[src/rtl/di_pingpong_sched_pkg.sv]
// ============================================================================
// Module  : di_pingpong_sched_pkg
// Brief   : Shared stream type codes, bank/FSM encodings and length width.
// Revision: 1.0 - initial release
// ============================================================================
`default_nettype none

package di_pingpong_sched_pkg;

    localparam int DTYPE_WIDTH = 4;

    localparam logic [DTYPE_WIDTH-1:0] c_DTYPE_FRAME_START = 4'h1;
    localparam logic [DTYPE_WIDTH-1:0] c_DTYPE_FRAME_END   = 4'h2;
    localparam logic [DTYPE_WIDTH-1:0] DTYPE_PIXEL_MASK    = 4'hC;

    typedef enum logic [1:0] {
        BANK_EMPTY   = 2'd0,
        BANK_FILLING = 2'd1,
        BANK_READY   = 2'd2,
        BANK_READING = 2'd3
    } bank_state_t;

    localparam logic [1:0] c_WIDLE    = 2'd0;
    localparam logic [1:0] c_WCAPTURE = 2'd1;
    localparam logic [1:0] c_WDROP    = 2'd2;

    localparam logic [1:0] c_RIDLE    = 2'd0;
    localparam logic [1:0] c_READING  = 2'd1;
    localparam logic [1:0] c_RDONE    = 2'd2;

    // A bank length counts words, so it needs one bit more than an address.
    function automatic int len_width(input int addr_width);
        return addr_width + 1;
    endfunction

endpackage

`default_nettype wire

[src/rtl/di_bank_tracker.sv]
// ============================================================================
// Module  : di_bank_tracker
// Brief   : Per-bank ownership state, stored length and age; bank pickers.
// Revision: 1.0 - initial release
// ============================================================================
`default_nettype none

module di_bank_tracker
    import di_pingpong_sched_pkg::*;
#(
    parameter int ADDR_WIDTH = 22
) (
    input  logic                  clk,
    input  logic                  rst,
    input  logic                  i_wr_claim,
    input  logic                  i_wr_claim_idx,
    input  logic                  i_wr_commit,
    input  logic                  i_wr_commit_idx,
    input  logic [ADDR_WIDTH:0]   i_wr_commit_len,
    input  logic                  i_rd_claim,
    input  logic                  i_rd_claim_idx,
    input  logic                  i_rd_release,
    input  logic                  i_rd_release_idx,
    input  logic                  i_excl_valid,
    input  logic                  i_excl_idx,
    output logic                  o_empty_valid,
    output logic                  o_empty_idx,
    output logic                  o_ready_valid,
    output logic                  o_ready_idx,
    output logic [ADDR_WIDTH:0]   o_ready_len,
    output logic                  o_ovr_valid,
    output logic                  o_ovr_idx
);

    logic [1:0]          w_is_empty;
    logic [1:0]          w_is_ready;
    logic [1:0]          w_age;
    logic [1:0]          w_cand;
    logic [ADDR_WIDTH:0] w_len [2];

    generate
        for (genvar b = 0; b < 2; b++) begin : g_bank
            bank_state_t         r_state;
            logic [ADDR_WIDTH:0] r_len;
            logic                r_age;

            always_ff @(posedge clk) begin
                if (rst) begin
                    r_state <= BANK_EMPTY;
                    r_len   <= '0;
                    r_age   <= 1'b0;
                end else begin
                    if (i_wr_claim && i_wr_claim_idx == 1'(b))
                        r_state <= BANK_FILLING;
                    if (i_wr_commit && i_wr_commit_idx == 1'(b)) begin
                        r_state <= BANK_READY;
                        r_len   <= i_wr_commit_len;
                    end
                    // Age 1 marks the most recently committed bank.
                    if (i_wr_commit)
                        r_age <= (i_wr_commit_idx == 1'(b));
                    if (i_rd_claim && i_rd_claim_idx == 1'(b))
                        r_state <= BANK_READING;
                    if (i_rd_release && i_rd_release_idx == 1'(b))
                        r_state <= BANK_EMPTY;
                end
            end

            assign w_is_empty[b] = (r_state == BANK_EMPTY);
            assign w_is_ready[b] = (r_state == BANK_READY);
            assign w_age[b]      = r_age;
            assign w_len[b]      = r_len;
        end
    endgenerate

    assign o_empty_valid = |w_is_empty;
    assign o_empty_idx   = ~w_is_empty[0];

    assign o_ready_valid = |w_is_ready;
    assign o_ready_idx   = (&w_is_ready) ? w_age[0] : ~w_is_ready[0];
    assign o_ready_len   = w_len[o_ready_idx];

    // Overwrite candidate skips the bank the reader claims this same cycle.
    assign w_cand      = w_is_ready & ~(i_excl_valid ? (2'b01 << i_excl_idx) : 2'b00);
    assign o_ovr_valid = |w_cand;
    assign o_ovr_idx   = (&w_cand) ? w_age[0] : ~w_cand[0];

endmodule

`default_nettype wire

[src/rtl/di_pingpong_sched.sv]
// ============================================================================
// Module  : di_pingpong_sched
// Brief   : Two-bank ping-pong scheduler between pixel stream and DI reads.
// Revision: 1.0 - initial release
// ============================================================================
`default_nettype none

module di_pingpong_sched
    import di_pingpong_sched_pkg::*;
#(
    parameter int ADDR_WIDTH = 22,
    parameter int CNT_WIDTH  = 16
) (
    input  logic                   clk,
    input  logic                   reset,
    input  logic                   enable,
    input  logic                   drop_old,
    input  logic                   dvi,
    input  logic [DTYPE_WIDTH-1:0] dtypei,
    input  logic                   di_read_mode,
    input  logic                   di_read,
    output logic                   we,
    output logic                   wsel,
    output logic [ADDR_WIDTH-1:0]  waddr,
    output logic                   wphase,
    output logic                   rsel,
    output logic [ADDR_WIDTH-1:0]  raddr,
    output logic                   di_read_rdy,
    output logic [ADDR_WIDTH:0]    rlen,
    output logic [CNT_WIDTH-1:0]   frames_dropped,
    output logic                   frame_abort,
    output logic                   wovf
);

    localparam int LEN_W = len_width(ADDR_WIDTH);

    logic             w_clr, w_sof, w_eof, w_pix, w_full;
    logic [1:0]       r_wstate, w_wstate_nxt, r_rstate, w_rstate_nxt;
    logic [LEN_W-1:0] r_wcnt, w_wcnt_nxt, r_rcnt, w_rcnt_nxt, w_rcnt_inc;
    logic             r_wpend, w_wpend_nxt;
    logic             w_we_nxt, w_wsel_nxt, w_wphase_nxt, w_abort_nxt;
    logic             w_wovf_set, w_drop_inc;
    logic [ADDR_WIDTH-1:0] w_waddr_nxt;
    logic             w_wr_claim, w_wr_claim_idx, w_wr_commit;
    logic [LEN_W-1:0] w_wr_commit_len;
    logic             w_rd_claim, w_rd_release, w_rsel_nxt, w_rdy_nxt;
    logic [LEN_W-1:0] w_rlen_nxt;
    logic             w_empty_valid, w_empty_idx, w_ready_valid, w_ready_idx;
    logic             w_ovr_valid, w_ovr_idx;
    logic [LEN_W-1:0] w_ready_len;

    assign w_clr      = reset | ~enable;
    assign w_sof      = dvi && (dtypei == c_DTYPE_FRAME_START);
    assign w_eof      = dvi && (dtypei == c_DTYPE_FRAME_END);
    assign w_pix      = dvi && !w_sof && !w_eof && |(dtypei & DTYPE_PIXEL_MASK);
    assign w_full     = r_wcnt[ADDR_WIDTH];
    assign w_rcnt_inc = r_rcnt + LEN_W'(1);

    di_bank_tracker #(.ADDR_WIDTH(ADDR_WIDTH)) u_bank_tracker (
        .clk              (clk),
        .rst              (w_clr),
        .i_wr_claim       (w_wr_claim),
        .i_wr_claim_idx   (w_wr_claim_idx),
        .i_wr_commit      (w_wr_commit),
        .i_wr_commit_idx  (wsel),
        .i_wr_commit_len  (w_wr_commit_len),
        .i_rd_claim       (w_rd_claim),
        .i_rd_claim_idx   (w_ready_idx),
        .i_rd_release     (w_rd_release),
        .i_rd_release_idx (rsel),
        .i_excl_valid     (w_rd_claim),
        .i_excl_idx       (w_ready_idx),
        .o_empty_valid    (w_empty_valid),
        .o_empty_idx      (w_empty_idx),
        .o_ready_valid    (w_ready_valid),
        .o_ready_idx      (w_ready_idx),
        .o_ready_len      (w_ready_len),
        .o_ovr_valid      (w_ovr_valid),
        .o_ovr_idx        (w_ovr_idx)
    );

    always_ff @(posedge clk) begin
        if (w_clr) begin
            r_wstate <= c_WIDLE;
            r_rstate <= c_RIDLE;
        end else begin
            r_wstate <= w_wstate_nxt;
            r_rstate <= w_rstate_nxt;
        end
    end

    always_comb begin
        w_wstate_nxt = r_wstate;
        w_rstate_nxt = r_rstate;
        case (r_wstate)
            c_WIDLE:    if (w_sof) w_wstate_nxt = (w_empty_valid || (drop_old && w_ovr_valid))
                                                  ? c_WCAPTURE : c_WDROP;
            c_WCAPTURE: if (w_eof) w_wstate_nxt = c_WIDLE;
            c_WDROP:    if (w_eof) w_wstate_nxt = c_WIDLE;
            default:    w_wstate_nxt = c_WIDLE;
        endcase
        case (r_rstate)
            c_RIDLE:   if (di_read_mode && w_ready_valid)
                           w_rstate_nxt = (w_ready_len != '0) ? c_READING : c_RDONE;
            c_READING: if (!di_read_mode) w_rstate_nxt = c_RIDLE;
                       else if (di_read && di_read_rdy && w_rcnt_inc == rlen) w_rstate_nxt = c_RDONE;
            c_RDONE:   if (!di_read_mode) w_rstate_nxt = c_RIDLE;
            default:   w_rstate_nxt = c_RIDLE;
        endcase
    end

    always_comb begin
        w_we_nxt = 1'b0;  w_wsel_nxt = wsel;  w_waddr_nxt = waddr;  w_wphase_nxt = wphase;
        w_wcnt_nxt = r_wcnt;  w_wpend_nxt = r_wpend;  w_abort_nxt = 1'b0;
        w_wovf_set = 1'b0;  w_drop_inc = 1'b0;
        w_wr_claim = 1'b0;  w_wr_claim_idx = w_empty_idx;
        w_wr_commit = 1'b0; w_wr_commit_len = r_wcnt;
        case (r_wstate)
            c_WIDLE: if (w_sof) begin
                w_wcnt_nxt = '0;  w_wpend_nxt = 1'b0;  w_waddr_nxt = '0;  w_wphase_nxt = 1'b0;
                if (w_empty_valid) begin
                    w_wr_claim = 1'b1;  w_wr_claim_idx = w_empty_idx;  w_wsel_nxt = w_empty_idx;
                end else if (drop_old && w_ovr_valid) begin
                    w_wr_claim = 1'b1;  w_wr_claim_idx = w_ovr_idx;    w_wsel_nxt = w_ovr_idx;
                    w_drop_inc = 1'b1;
                end else begin
                    w_drop_inc = 1'b1;
                end
            end
            c_WCAPTURE: begin
                if (w_sof) begin
                    w_abort_nxt = 1'b1;  w_wcnt_nxt = '0;  w_wpend_nxt = 1'b0;
                    w_waddr_nxt = '0;    w_wphase_nxt = 1'b0;
                end else if (w_eof) begin
                    w_wr_commit = 1'b1;  w_wpend_nxt = 1'b0;
                    // An odd pixel count leaves a half word that is flushed here.
                    if (r_wpend) begin
                        if (w_full) begin
                            w_wovf_set = 1'b1;
                        end else begin
                            w_we_nxt = 1'b1;  w_wphase_nxt = 1'b1;
                            w_waddr_nxt = r_wcnt[ADDR_WIDTH-1:0];
                            w_wr_commit_len = r_wcnt + LEN_W'(1);
                        end
                    end
                end else if (w_pix) begin
                    if (w_full) begin
                        w_wovf_set = 1'b1;
                    end else begin
                        w_waddr_nxt  = r_wcnt[ADDR_WIDTH-1:0];
                        w_wphase_nxt = r_wpend;
                        w_wpend_nxt  = ~r_wpend;
                        if (r_wpend) begin
                            w_we_nxt   = 1'b1;
                            w_wcnt_nxt = r_wcnt + LEN_W'(1);
                        end
                    end
                end
            end
            default: ;
        endcase
    end

    always_comb begin
        w_rcnt_nxt = r_rcnt;  w_rsel_nxt = rsel;  w_rlen_nxt = rlen;  w_rdy_nxt = di_read_rdy;
        w_rd_claim = 1'b0;    w_rd_release = 1'b0;
        case (r_rstate)
            c_RIDLE: if (di_read_mode && w_ready_valid) begin
                w_rd_claim = 1'b1;  w_rsel_nxt = w_ready_idx;  w_rcnt_nxt = '0;
                w_rlen_nxt = w_ready_len;  w_rdy_nxt = (w_ready_len != '0);
            end
            c_READING: begin
                if (!di_read_mode) begin
                    w_rd_release = 1'b1;  w_rcnt_nxt = '0;  w_rdy_nxt = 1'b0;
                end else if (di_read && di_read_rdy) begin
                    w_rcnt_nxt = w_rcnt_inc;  w_rdy_nxt = (w_rcnt_inc < rlen);
                end
            end
            c_RDONE: if (!di_read_mode) begin
                w_rd_release = 1'b1;  w_rcnt_nxt = '0;  w_rdy_nxt = 1'b0;
            end
            default: ;
        endcase
    end

    always_ff @(posedge clk) begin
        if (w_clr) begin
            we <= 1'b0;  wsel <= 1'b0;  waddr <= '0;  wphase <= 1'b0;
            frame_abort <= 1'b0;  wovf <= 1'b0;  frames_dropped <= '0;
            rsel <= 1'b0;  raddr <= '0;  rlen <= '0;  di_read_rdy <= 1'b0;
            r_wcnt <= '0;  r_wpend <= 1'b0;  r_rcnt <= '0;
        end else begin
            we          <= w_we_nxt;
            wsel        <= w_wsel_nxt;
            waddr       <= w_waddr_nxt;
            wphase      <= w_wphase_nxt;
            frame_abort <= w_abort_nxt;
            wovf        <= wovf | w_wovf_set;
            if (w_drop_inc && frames_dropped != '1)
                frames_dropped <= frames_dropped + CNT_WIDTH'(1);
            r_wcnt      <= w_wcnt_nxt;
            r_wpend     <= w_wpend_nxt;
            rsel        <= w_rsel_nxt;
            rlen        <= w_rlen_nxt;
            di_read_rdy <= w_rdy_nxt;
            r_rcnt      <= w_rcnt_nxt;
            raddr       <= w_rcnt_nxt[ADDR_WIDTH-1:0];
        end
    end

endmodule

`default_nettype wire

[config.mk]
export PLATFORM = sky130hd
export DESIGN_NAME = di_pingpong_sched
export DESIGN_NICKNAME = d
export VERILOG_FILES = /design/src/rtl/di_pingpong_sched_pkg.sv /design/src/rtl/di_bank_tracker.sv /design/src/rtl/di_pingpong_sched.sv
export SDC_FILE = /design/constraint.sdc
export NUM_CORES = 1
export LEC_CHECK = 0
export ABC_AREA = 1
export CAP_MARGIN = 15
export CORE_UTILIZATION = 40
export DETAILED_ROUTE_END_ITERATION = 8
export PLACE_DENSITY = 0.67
export SETUP_SLACK_MARGIN = 0.02
export SLEW_MARGIN = 20
export SYNTH_ARGS = -nofsm -noshare
export SYNTH_HDL_FRONTEND = slang
export SYNTH_SLANG_ARGS = --single-unit
[constraint.sdc]
create_clock -name clk -period 3 [get_ports clk]
set_input_delay 0.3 -clock clk [delete_from_list [all_inputs] [get_ports clk]]
set_output_delay 0.3 -clock clk [all_outputs]
set_load 0.02 [all_outputs]
## Word-level counts from Yosys, hierarchy flattened

Index checks and enable logic that the tools add are counted.

| storage, ports and cells | value |
|---|---|
| flip-flop bits (word level) | 170 |
| bits of input ports | 11 |

| operators by class | value |
|---|---|
| add/subtract/negate cells | 3 |
| order comparisons | 2 |
| equality and inequality tests | 23 |
| shift-type cells | 1 |
| mux-type cells | 97 |
| bitwise operators | 15 |
| reduce and logical (&&, ||, !) cells | 53 |

Operators by type and width:

| cell | count |
|---|---|
| 2-to-1 mux 23 bit | 18 |
| 2-to-1 mux 22 bit | 6 |
| one-hot mux 23 bit (3 select lines) | 1 |
| 2-to-1 mux 1 bit | 50 |
| adder 23 x 1 -> 23 bit, second input constant | 2 |
| one-hot mux 23 bit (2 select lines) | 1 |
| one-hot mux 22 bit (2 select lines) | 1 |
| 2-to-1 mux 2 bit | 15 |
| == test 23 bit | 1 |
| < comparator 23 bit | 1 |
| nonzero test 23 bit | 1 |
| logical AND 1 bit | 18 |
| inequality test 3 bit, second input constant | 6 |
| OR reduction 2 bit | 9 |
| adder 16 x 1 -> 16 bit, second input constant | 1 |
| inequality test 16 bit, second input constant | 1 |
| AND reduction 4 bit | 4 |
| inequality test 4 bit, second input constant | 3 |
| inverter 1 bit | 10 |
| nonzero test 3 bit | 3 |
| == test 2 bit, second input constant | 4 |
| zero test 2 bit | 4 |
| AND reduction 2 bit | 4 |
| inequality test 2 bit, second input constant | 3 |
| other kinds (21) | 27 |

## Depth between registers and ports, before layout

| logic depth | value |
|---|---|
| word-level depth | 19 |
| depth in mapped cells | 22 |
| depth with buffers taken out | 22 |

## Hierarchy

Synthesis repeated with hierarchy kept, for this count alone.

| unflattened totals | value |
|---|---|
| cells, all modules | 1445 |
| area, all modules | 9616.7 um2 |

By module, submodules not included:

| module | times used | cells an instance | area an instance (um2) | seq. area each (um2) |
|---|---|---|---|---|
| di_pingpong_sched | 1 | 1121 | 7380.8 | 2382.3 |
| di_bank_tracker | 1 | 324 | 2235.9 | 1021.0 |

## Least setup slack after synthesis

Ideal clock, no wire load.

| timing path | value |
|---|---|
| path type | register -> register |
| start | register r_rcnt[0] |
| end | register r_rstate[1] |
| library setup time | 70 ps |
| arrival | 2569 ps |
| data required time | 2930 ps |
| path slack | 361 ps |
| cell stages (with the launch flop) | 21 |
| period minus slack after synthesis | 2639 ps |
| cells stage by stage | dfxtp_1 > ha_1 > nand2_1 > nor2_1 > nand3_1 > nor2_1 > nand4_1 > or2_2 > nand2_1 > inv_1 > ha_1 > nand2_1 > nor2_1 > inv_1 > nor4_1 > nand2_1 > nand2_1 > nand2_1 > nor2_1 > nand3_1 > a21oi_1 |

| on the way | value |
|---|---|
| word-level cells in the longest chain between the ends | 5 |

Ends and longest elaborated chain:

| element | line | source |
|---|---|---|
| start: declaration | di_pingpong_sched.sv:39 | `logic [LEN_W-1:0] r_wcnt, w_wcnt_nxt, r_rcnt, w_rcnt_nxt, w_rcnt_inc;` |
| start signal: assignment | di_pingpong_sched.sv:206 | `r_rcnt <= w_rcnt_nxt;` |
| adder 23 x 1 -> 23 bit | di_pingpong_sched.sv:57 | `assign w_rcnt_inc = r_rcnt + LEN_W'(1);` |
| == test 23 bit | di_pingpong_sched.sv:106 | `else if (di_read && di_read_rdy && w_rcnt_inc == rlen) w_rstate_nxt = c_RDONE;` |
| logical AND 1 bit | di_pingpong_sched.sv:106 |  |
| inequality test 3 bit (no line) | -- |  |
| AND reduction 3 bit (no line) | -- |  |
| end signal: assignment | di_pingpong_sched.sv:85 | `r_rstate <= c_RIDLE;` |
| end signal: assignment | di_pingpong_sched.sv:88 | `r_rstate <= w_rstate_nxt;` |
| end: declaration | di_pingpong_sched.sv:38 | `logic [1:0] r_wstate, w_wstate_nxt, r_rstate, w_rstate_nxt;` |

Every way passes these cells.
A chain may end at the register's enable or synchronous reset.

## Worst setup path after layout

Same ends and word-level chain as after synthesis.

==> impl_metrics.ini <==
[route]
vias = 8920
route.detailed.drc = 0
routed_via_density = 5.00
wl_um = 25100
antenna_left = 0
post_drt_wl_per_cell_um = 14.1
first_pass_iters = 6
drt_iter0_drc = 788

[floorplanning]
initial_core_util = 0.410
die_w_um = 155
dieArea_um2 = 24000
io_pins = 101
core_area_um2 = 22800
fp.dieH_um = 155
row_count = 55

[sta]
tns_ns = 0
setup_slack_ns = 0.275
setup_viol = 0
clock_skew_ns = 0.00929
max_freq_mhz = 367
slew_violations = 0
relSlewSlack = 0.530
worstMarginPinSlew_ns = 0.703
hold_viol = 0
post-route-min-period_ns = 2.73
fin_crit_sh = 0.908

[clock_network]
clkLatencyLatePin_ns = 0.44
htree_levels = 4
holdBufCountCts = 0
cts.sinks = 170
clk_pin_slew_worst_paths_ns = 0.07
cts_buffers = 17
clockBufferDepth = 2
cts_tree = yes
cts_root_buf = clkbuf_16

[finish]
layout_common_cells = 287 x nand2_1, 184 x inv_1, 166 x dfxtp_1
antennaDiodeCount = 0
nNetsFinal = 1502
design_area_um2 = 11200
fin_cells = 1783
syn_to_final_growth_pct = 19.9
fill_cells = 2310
layout_commonest_cell = nand2_1
drive_above_1_share = 0.0850

[hold_path]
hold_path_class = reg -> reg
hold_depth = 2
hold_start = u_bank_tracker.g_bank[1].r_len[19]
whs_endpoint = u_bank_tracker.g_bank[1].r_len[19]

[placement]
place_hpwl_um = 18400
place_congestion = 0.928
place_area_um2 = 10500
dp_slack_ns = 0.0739
io_buffers = 100
dpl.cell_count = 1749

[run_status]
outcome = finished clean

[worst_setup_path]
worstPathArrival_ns = 3.09
cp-end-kind = flip-flop
r2r_cells = 20
crit_path_start_kind = flip-flop
regToRegStartpoint = r_rcnt[0]
crit_fanout = 4
setup.worst_path.start = r_rcnt[0]
cp.required_ns = 3.37
r2r-end = r_rstate[1]
crit_type = reg -> reg
reg2reg_slack_ns = 0.27

[global_routing]
overflow = 0
antenna_found_initial = 0
grt_max_degree = 52
grt_pass1_vias = 8244
grt_usage = 0.218
grt_pass1_wl_um = 41600

[synthesis]
syn_area_um2 = 9340
synth_edf_count = 0
synth.net_count = 1426
synth.distinct_cells = 47
avgSynthCellArea_um2 = 6.76
yosysTopAreaCell = dfxtp_1
synth_area_leaders = dfxtp_1 36%, nand2_1 12%, inv_1 7.4%
synth_top_area_frac = 0.364
async_reset_ff_frac = 0
ys.flop_type = dfxtp_1
synth-seq-area-share = 0.364
synth_seq_cells = 170
ys_warn_count = 0
synthCells = 1381

[flow_run]
cap_violations = 0

[power_and_ir_drop]
power.total_mw = 4.55
p_per_area_nw_per_um2 = 406
p_leak_nw = 4.41
vdd_drop_max_mv = 0.374
==> area by class of cell <==
type,instances,area (µm²),area share
inverter,197,739,0.0660
clock buffer,17,425,0.0380
sequential,170,3410,0.305
multi-input combinational,942,4860,0.434
timing repair buffer,129,1220,0.109
tap,313,392,0.0350
clock inverter,15,144,0.0129
==> timing repair <==
| action | CTS | global route |
|---|---|---|
| resized for setup | 0 | 21 |
| hold endpoints to repair | 0 | 0 |
| setup buffers | 0 | 2 |
| endpoints found under the setup margin | 0 | 3 |
==> layer usage <==
metal	track usage	share of wire	vias to the layer above
met3	0.0420	0.060	27
met1	0.293	0.48	4032
met5	0	0	-
met2	0.354	0.45	257
met4	0.0613	0.016	0
li1	-	-	4604
==> logic make-up (layout without fill, tap and decap cells) <==
| group | after synthesis | in the layout | synth area share |
|---|---|---|---|
| AO/OA/AOI/OAI | 273 | 273 | 0.161 |
| adder cells (fa/ha/maj) | 34 | 34 | 0.0456 |
| buffers and inverters | 269 | 358 | 0.123 |
| flip-flops | 170 | 170 | 0.364 |
| AND/OR/NAND/NOR | 615 | 615 | 0.287 |
| XOR/XNOR | 20 | 20 | 0.0188 |
==> worst max-delay path by stage <==
| stage | to | slack [ns] | depth (start not counted) |
|---|---|---|---|
| final | r_rstate[1] | 0.27 | 20 |
| after global routing | r_rstate[1] | -0.01 | 18 |
| after CTS | r_rstate[1] | 0.06 | 19 |
| after detailed placement | r_rstate[1] | 0.07 | 19 |
| after global placement | r_rstate[1] | 0.18 | 19 |
| after floorplan | r_rstate[1] | 0.36 | 20 |
==> registers in the layout (all words and copies together) (netlist names), 2 cells and up <==
signal,cells
frames_dropped,16
r_rcnt,23
r_rstate,2
r_wcnt,23
r_wstate,2
rlen,23
u_bank_tracker.g_bank.r_len,46
u_bank_tracker.g_bank.r_state,4
waddr,22
==> synthesized netlist by cell type, types with 12 or more instances <==
cell type  number
a21oi_1       100
buf_2          16
buf_4          25
clkbuf_1       27
dfxtp_1       170
ha_1           34
inv_1         185
nand2_1       288
nand3_1        70
nand4_1        28
nor2_1        163
nor3_1         19
o21ai_0        99
o21ai_1        18
o22ai_1        12
xor2_1         12
==> critical path: stages (launching register included) <==
cell	delay, ns
dfxtp_2	0.36
ha_2	0.18
nand2_1	0.05
nor2_1	0.13
nand3_1	0.12
nor2_1	0.10
nand4_1	0.12
or2_4	0.26
nand2_1	0.06
inv_1	0.04
ha_1	0.28
nand2_1	0.07
nor2_2	0.13
inv_1	0.08
nor4_2	0.15
nand2_1	0.08
nand2_1	0.07
nand2_2	0.08
nor2_4	0.11
nand3_1	0.07
a21oi_1	0.12
==> stage by stage <==
| stage | hold WS (ns) | util |
|---|---|---|
| finish | 0.455 | 0.492 |
| CTS | 0.457 | 0.488 |
| global route | 0.480 | 0.492 |
| floorplan | 0.426 | - |
| detailed placement | 0.444 | 0.463 |
| global placement | 0.442 | 0.463 |
==> report_power, final <==
part / internal, mW / switching [mW] / total, mW
logic: 0.0355 / 0.0786 / 0.114
clock network: 1.11 / 1.06 / 2.17
registers: 2.26 / 0.00240 / 2.26
Power figures use the tool's default switching activity.
